===== config.mk =====
export PLATFORM = sky130hd
export DESIGN_NAME = player2_ai_ctrl
export DESIGN_NICKNAME = d
export VERILOG_FILES = /design/src/rtl/player2_ai_ctrl.sv
export SDC_FILE = /design/constraint.sdc
export NUM_CORES = 1
export LEC_CHECK = 0
export BUFFER_PORTS_ARGS = -buffer_cell sky130_fd_sc_hd__buf_4
export CAP_MARGIN = 20
export CORE_MARGIN = 5
export CORE_UTILIZATION = 40
export DETAILED_ROUTE_END_ITERATION = 8
export HOLD_SLACK_MARGIN = 0.03
export PLACE_DENSITY_LB_ADDON = 0.2
export SYNTH_ARGS = -nofsm -noshare
export SYNTH_HDL_FRONTEND = slang
export SYNTH_SLANG_ARGS = --single-unit

===== constraint.sdc =====
create_clock -name pclk -period 28.3 [get_ports pclk]
set_clock_uncertainty 0.15 [all_clocks]
set_input_delay 2.83 -clock pclk [delete_from_list [all_inputs] [get_ports pclk]]
set_output_delay 2.83 -clock pclk [all_outputs]
set_load 0.01 [all_outputs]

===== src/rtl/player2_ai_ctrl.sv =====
// Computer-controlled player-2 blob: tracks the ball in the right half-court once per
// frame and performs a ballistic jump when the ball is close and low.
module player2_ai_ctrl #(
  parameter int X_MIN     = 540,
  parameter int X_MAX     = 960,
  parameter int X_HOME    = 800,
  parameter int Y_GROUND  = 680,
  parameter int NET_X     = 512,
  parameter int AIM_OFS   = 16,
  parameter int STEP      = 6,
  parameter int DEAD_ZONE = 8,
  parameter int JUMP_DX   = 48,
  parameter int JUMP_Y    = 480,
  parameter int JUMP_V0   = 20,
  parameter int GRAVITY   = 1
) (
  input  logic        pclk,
  input  logic        rst,
  input  logic        frame_tick,
  input  logic        enable,
  input  logic [11:0] ball_xpos,
  input  logic [11:0] ball_ypos,
  output logic [11:0] xpos,
  output logic [11:0] ypos,
  output logic        jumping
);

  typedef enum logic [1:0] {IDLE, TRACK, JUMP, LAND} state_t;

  // 14-bit signed keeps ball_xpos + AIM_OFS (up to 4111) positive before clamping.
  localparam logic signed [13:0] XMIN_S  = 14'(X_MIN);
  localparam logic signed [13:0] XMAX_S  = 14'(X_MAX);
  localparam logic signed [13:0] HOME_S  = 14'(X_HOME);
  localparam logic signed [13:0] YG_S    = 14'(Y_GROUND);
  localparam logic signed [13:0] NET_S   = 14'(NET_X);
  localparam logic signed [13:0] AIM_S   = 14'(AIM_OFS);
  localparam logic signed [13:0] STEP_S  = 14'(STEP);
  localparam logic signed [13:0] DZ_S    = 14'(DEAD_ZONE);
  localparam logic signed [13:0] JDX_S   = 14'(JUMP_DX);
  localparam logic        [11:0] JY_U    = 12'(JUMP_Y);
  localparam logic signed [7:0]  GRAV_S  = 8'(GRAVITY);

  state_t             state_reg;
  logic [11:0]        xpos_reg, ypos_reg;
  logic signed [7:0]  vy_reg;
  logic               jumping_reg;

  logic signed [13:0] bx_s, xp_s, target, diff, x_moved, x_next, ball_dx, ball_adx, ynext;
  logic               jump_ok;

  always_comb begin
    bx_s = $signed({2'b00, ball_xpos});
    xp_s = $signed({2'b00, xpos_reg});

    target = (bx_s < NET_S) ? HOME_S : (bx_s + AIM_S);
    if (target < XMIN_S) target = XMIN_S;
    if (target > XMAX_S) target = XMAX_S;

    diff    = target - xp_s;
    x_moved = xp_s;
    if (diff > DZ_S)
      x_moved = xp_s + ((diff > STEP_S) ? STEP_S : diff);
    else if (diff < -DZ_S)
      x_moved = xp_s - ((-diff > STEP_S) ? STEP_S : -diff);

    x_next = x_moved;
    if (x_next < XMIN_S) x_next = XMIN_S;
    if (x_next > XMAX_S) x_next = XMAX_S;

    // Jump decision looks at the position before this frame's move.
    ball_dx  = bx_s - xp_s;
    ball_adx = (ball_dx < 0) ? -ball_dx : ball_dx;
    jump_ok  = (ball_adx <= JDX_S) && (bx_s >= NET_S) && (ball_ypos >= JY_U);

    ynext = $signed({2'b00, ypos_reg}) - $signed({{6{vy_reg[7]}}, vy_reg});
  end

  always_ff @(posedge pclk) begin
    if (rst) begin
      state_reg   <= IDLE;
      xpos_reg    <= 12'(X_HOME);
      ypos_reg    <= 12'(Y_GROUND);
      vy_reg      <= '0;
      jumping_reg <= 1'b0;
    end else if (frame_tick) begin
      case (state_reg)
        IDLE: begin
          if (enable) state_reg <= TRACK;
        end
        TRACK: begin
          if (!enable) begin
            state_reg <= IDLE;
          end else begin
            xpos_reg <= x_next[11:0];
            if (jump_ok) begin
              // Launch frame already applies the first ballistic step (ypos - V0).
              ypos_reg    <= 12'(Y_GROUND - JUMP_V0);
              vy_reg      <= 8'(JUMP_V0 - GRAVITY);
              jumping_reg <= 1'b1;
              state_reg   <= JUMP;
            end
          end
        end
        JUMP: begin
          xpos_reg <= x_next[11:0];
          if (ynext >= YG_S) begin
            ypos_reg    <= 12'(Y_GROUND);
            vy_reg      <= '0;
            jumping_reg <= 1'b0;
            state_reg   <= LAND;
          end else begin
            ypos_reg <= ynext[11:0];
            vy_reg   <= vy_reg - GRAV_S;
          end
        end
        LAND: begin
          state_reg <= enable ? TRACK : IDLE;
        end
        default: state_reg <= IDLE;
      endcase
    end
  end

  assign xpos    = xpos_reg;
  assign ypos    = ypos_reg;
  assign jumping = jumping_reg;

endmodule


; Word level (Yosys, flattened, before mapping)
; Index checks and enable logic that the tools add are counted.
[word_totals]
output_inout_bits = 25
reg_bits = 35
[op_classes]
n_addsub = 9
n_eq_ne = 8
mux = 30
n_reduce_logical = 8
order_cmp = 14
[ops]
columns = operator, count
row1 = $mux W14, 7
row2 = $mux W12, 5
row3 = $pmux W12 S2, 2
row4 = $gt A14 B11 Y1 const B, 2
row5 = $gt A14 B4 Y1 const B, 2
row6 = $mux W13, 2
row7 = $mux W8, 3
row8 = $pmux W8 S2, 1
row9 = $add A13 B14 Y14, 1
row10 = $ge A14 B11 Y1 const B, 1
row11 = $gt A14 B5 Y1 const B, 1
row12 = $le A14 B7 Y1 const B, 1
row13 = $lt A14 B11 Y1 const B, 1
row14 = $lt A14 B4 Y1 const B, 1
row15 = $neg A13 Y14, 1
row16 = $neg A14 Y14, 1
row17 = $sub A13 B14 Y14, 1
row18 = $sub A13 B8 Y14, 1
row19 = $sub A14 B13 Y14, 1
row20 = $add A12 B5 Y13 const B, 1
row21 = $lt A13 B1 Y1 const B, 1
row22 = $lt A13 B10 Y1 const B, 1
row23 = $sub A12 B12 Y13, 1
row24 = $ge A12 B10 Y1 const B, 1
row25 = other kinds (17), 29

; Depth between registers and ports, before layout
[logic_depth]
depth_word = 19
ltp_mapped = 42
ltp_nobuf = 40

; Least setup slack after synthesis
; No wires, ideal clock.
[synth_timing]
path_type = input-to-reg
start = input port ball_xpos[4]
end = register xpos_reg[9] (netlist: xpos[9])
path_stages = 40
arrival_time_ns = 10.888
slack_ns = 17.137
required_time_ns = 28.025
path_buffers = 2
path_cell_list = ha_1 and3_1 xnor2_1 and2_1 o41ai_1 nor3_1 nand2_1 ha_1 inv_1 fa_1 a211oi_4 nor2_1 nor3_1 a211oi_2 nor4_1 nand3_1 mux2i_1 a22oi_1 (+4 left out) and2_1 ha_1 and3_1 a211oi_1 nor2b_1 o21a_1 nor2_1 xnor2_1 mux2i_1 a21oi_1 or4_1 a21oi_1 ha_1 nor4_1 a211o_1 buf_6 nand3b_4 o41a_1
[synth_between]
elab_chain_cells = 19
[synth_rtl]
columns = item, line_no
row1 = from (decl), 21  ; input logic [11:0] ball_xpos,
row2 = $add A12 B5 Y13 / $lt A12 B10 Y1 (equally long branches), 55  ; target = (bx_s < NET_S) ? HOME_S : (bx_s + AIM_S);
row3 = $mux W13 (*), 55
row4 = $lt A13 B10 Y1, 56  ; if (target < XMIN_S) target = XMIN_S;
row5 = $mux W13 (*), 56
row6 = $gt A14 B11 Y1, 57  ; if (target > XMAX_S) target = XMAX_S;
row7 = $mux W14 (*), 57
row8 = $sub A14 B13 Y14 (*), 59  ; diff = target - xp_s;
row9 = $neg A14 Y14, 64  ; x_moved = xp_s - ((-diff > STEP_S) ? STEP_S : -diff);
row10 = (+3 left out), -
row11 = $mux W14, 63  ; else if (diff < -DZ_S)
row12 = $mux W14 (*), 61  ; if (diff > DZ_S)
row13 = $lt A14 B11 Y1, 67  ; if (x_next < XMIN_S) x_next = XMIN_S;
row14 = $mux W14 (*), 67
row15 = $gt A14 B11 Y1, 68  ; if (x_next > XMAX_S) x_next = XMAX_S;
row16 = $mux W12 (*), 68
row17 = $mux W12, 91  ; if (!enable) begin
row18 = $pmux W12 S2 (*), 86  ; case (state_reg)
row19 = to (signal assigned), 81  ; xpos_reg <= 12'(X_HOME);
row20 = to (signal assigned), 94  ; xpos_reg <= x_next[11:0];
row21 = to (signal assigned), 105  ; xpos_reg <= x_next[11:0];
row22 = to (decl), 44  ; logic [11:0] xpos_reg, ypos_reg;
; Every way passes the cells marked *; elsewhere a longest branch is shown, timed or not. The select of a mux whose other input is x is not followed.
; A chain may end at the register's enable or synchronous reset.

; Final worst setup path
; Same ends and word-level chain as after synthesis.

==> metrics.cfg <==
[run_status]
outcome=complete, no violations

[grt]
antenna_found_initial=0
grt_pass1_vias=5477
overflow=0
grt_pass1_wl_microns=27580
grt_max_degree=31
track_usage_pct=18.43

[place]
port_buffers=47
placed_cell_area_sq_um=6472
place_inst=1004
pre_cts_ws_ns=15.36
post-dp-hpwl_microns=13200
gp_congestion=0.8722

[power]
leakage_nw=2.666
power.density_nw_per_um2=39.40
peakVddDrop_uv=21.02

[sta]
drv_slew=0
grt_setup_unrepaired=no
setup_ws_ns=15.62
tightest_slew_ns=1.038
min_period_ns=12.68
final-hold-violation-count=0
relSlewSlack_pct=29.04
setup_viol=0
finalCritPeriodShare_pct=44.79
max_freq_ghz=0.07889
setup_total_negative_slack_ns=0

[synthesis]
ys_seq_elements=35
yosysMostFrequentCell=ha_1
synth-warning-count=0
synth_cells=796
synth.largest_area_cell=ha_1
synth.avg_cell_area_sq_um=7.556
synthTopCellsByArea=ha_1, dfxtp_1, xnor2_1, a21oi_1, nand2_1
yosys-top-cells-count=ha_1, nand2_1, nor2_1, a21oi_1, inv_1
synth.distinct_cells=93
ys_seq_area_share_pct=11.65
synthesis.area_sq_um=6015
synth_edf_count=0
ys.flop_type=dfxtp_1
yosysTopAreaCellShare_pct=14.35
async_reset_ff_share_pct=0

[finish]
diodes=0
final_nets=929
stdcell_count=1011
postLayoutCellArea_sq_um=6616
area.growth.synth_to_final_pct=10.01
drive_gt1_share_pct=12.09
final_util_pct=45.18

[die]
io_pins=53
core_sq_um=14640
row_count=44
dieWidth_microns=132.6
die-area_sq_um=17590
initial_utilization_pct=41.07
die_y_microns=132.6

[drt]
routed_wirelength_microns=16550
ant_nets=0
firstDrtPassIters=8
num_vias=5904
drtIter0Drc=347
drc=0
via_per_inst=5.840
wl_per_cell_microns=16.37

[clock_tree]
path_clk_slew_ns=0.05
cts_setup_buffers=0
postCtsResizedCells=0
numCtsBuffers=5
cts_sinks=35
clock_path_buffers=2
hold_buffers=0
clk_latency_ns=0.28
htree_levels=2
cts_tree=built
cts-root-buf=clkbuf_16

[critical_path]
cp.buffers_inverters=2
critPathLaunchType=input port
crit_top_cell=ha_1
slowest_stage=o41ai_1
crit_required_ns=28.31
cp-end-kind=register
crit_cells=39
reg2regPathDepth=30
critPathMaxStageDelay_ns=0.77
cp_max_fo=11
critPathArrivalTime_ns=12.69
cpLargestDelayFamily=compound AO/OA/AOI/OAI gates
crit_type=in -> reg

[worst_hold_path]
min_path_cells=2
holdCritPathClass=reg -> reg

[job]
drv_cap=0

## power breakdown
group | switching (mW) | total, mW | internal, mW
clock network | 0.0196 | 0.0539 | 0.0343
logic | 0.0929 | 0.156 | 0.0627
registers | 0.00116 | 0.0511 | 0.0500
## cell type report
cell class | count | area [sq um]
Clock buffer | 6 | 138.9
Tap cell | 184 | 230.2
Clock inverter | 1 | 5.005
Sequential cell | 35 | 700.7
Inverter | 52 | 195.2
Timing Repair Buffer | 48 | 360.3
Fill cell | 1547 | 8028
Multi-Input combinational cell | 685 | 4986
## worst paths after layout
path / startpoint / to / slack, ns
worst max register to register: xpos[1] / xpos[9] / 19.35
worst min register to register: jumping / jumping / 0.32
worst min-delay path: jumping / jumping / 0.32
worst max-delay path: ball_xpos[4] / xpos[9] / 15.62
## per-layer routing
layer | GRT usage, % | part of all wire [%] | vias to the layer above | wire (microns)
met5 | 0 | 0 | - | 0
met4 | 2.425 | 0.91 | 0 | 150
met3 | 1.519 | 3.2 | 14 | 529
met2 | 32.02 | 47 | 107 | 7742
met1 | 25.58 | 49 | 2737 | 8125
li1 | - | - | 3046 | -
## cells in the final DEF, fill, tap and decap left out, types with 6 or more instances in the layout
master,count
inv_1,52
a311oi_1,6
mux2i_1,8
and3_1,11
a211oi_1,12
or2_2,10
nand2b_1,11
nor2_1,61
o21a_1,21
o211ai_1,8
nand2_1,63
xnor2_1,36
dfxtp_1,35
or4_1,6
or3_1,15
nand3_1,23
ha_1,69
nor3_1,30
a211o_1,6
a31oi_1,12
nor2b_1,15
o21ai_0,34
buf_4,48
xor2_1,10
a21oi_1,58
and2_1,9
nor4_1,7
o32ai_1,6
a21o_1,16
## kinds of logic after synthesis
group | count (synthesis) | synth area share (%)
multiplexers | 11 | 2.080
flip-flops | 35 | 11.65
AND/OR/NAND/NOR | 288 | 24.96
buffers and inverters | 77 | 5.513
other | 2 | 0.1249
AO/OA/AOI/OAI | 262 | 32.68
XOR/XNOR | 47 | 6.969
adder cells (fa/ha/maj) | 74 | 16.02
## stage by stage
stage               hold slack, ns  total power, mW
detailed placement          0.3086           0.2050
global route                0.3595           0.2817
global placement            0.3010           0.2053
CTS                         0.3185           0.2610
finish                      0.3184           0.2607
floorplan                   0.3252           0.1735
## worst register-to-register path, delay by kind of cell, from the launching register on
family,cells,cell delay [ns]
adder cells (fa/ha/maj),3,1.36
multiplexers,1,0.25
buffers and inverters,1,0.29
AND/OR/NAND/NOR,10,2.32
AO/OA/AOI/OAI,13,3.52
flip-flops,1,0.43
XOR/XNOR,2,0.51
Note: power is estimated with default switching activity, not from simulation.
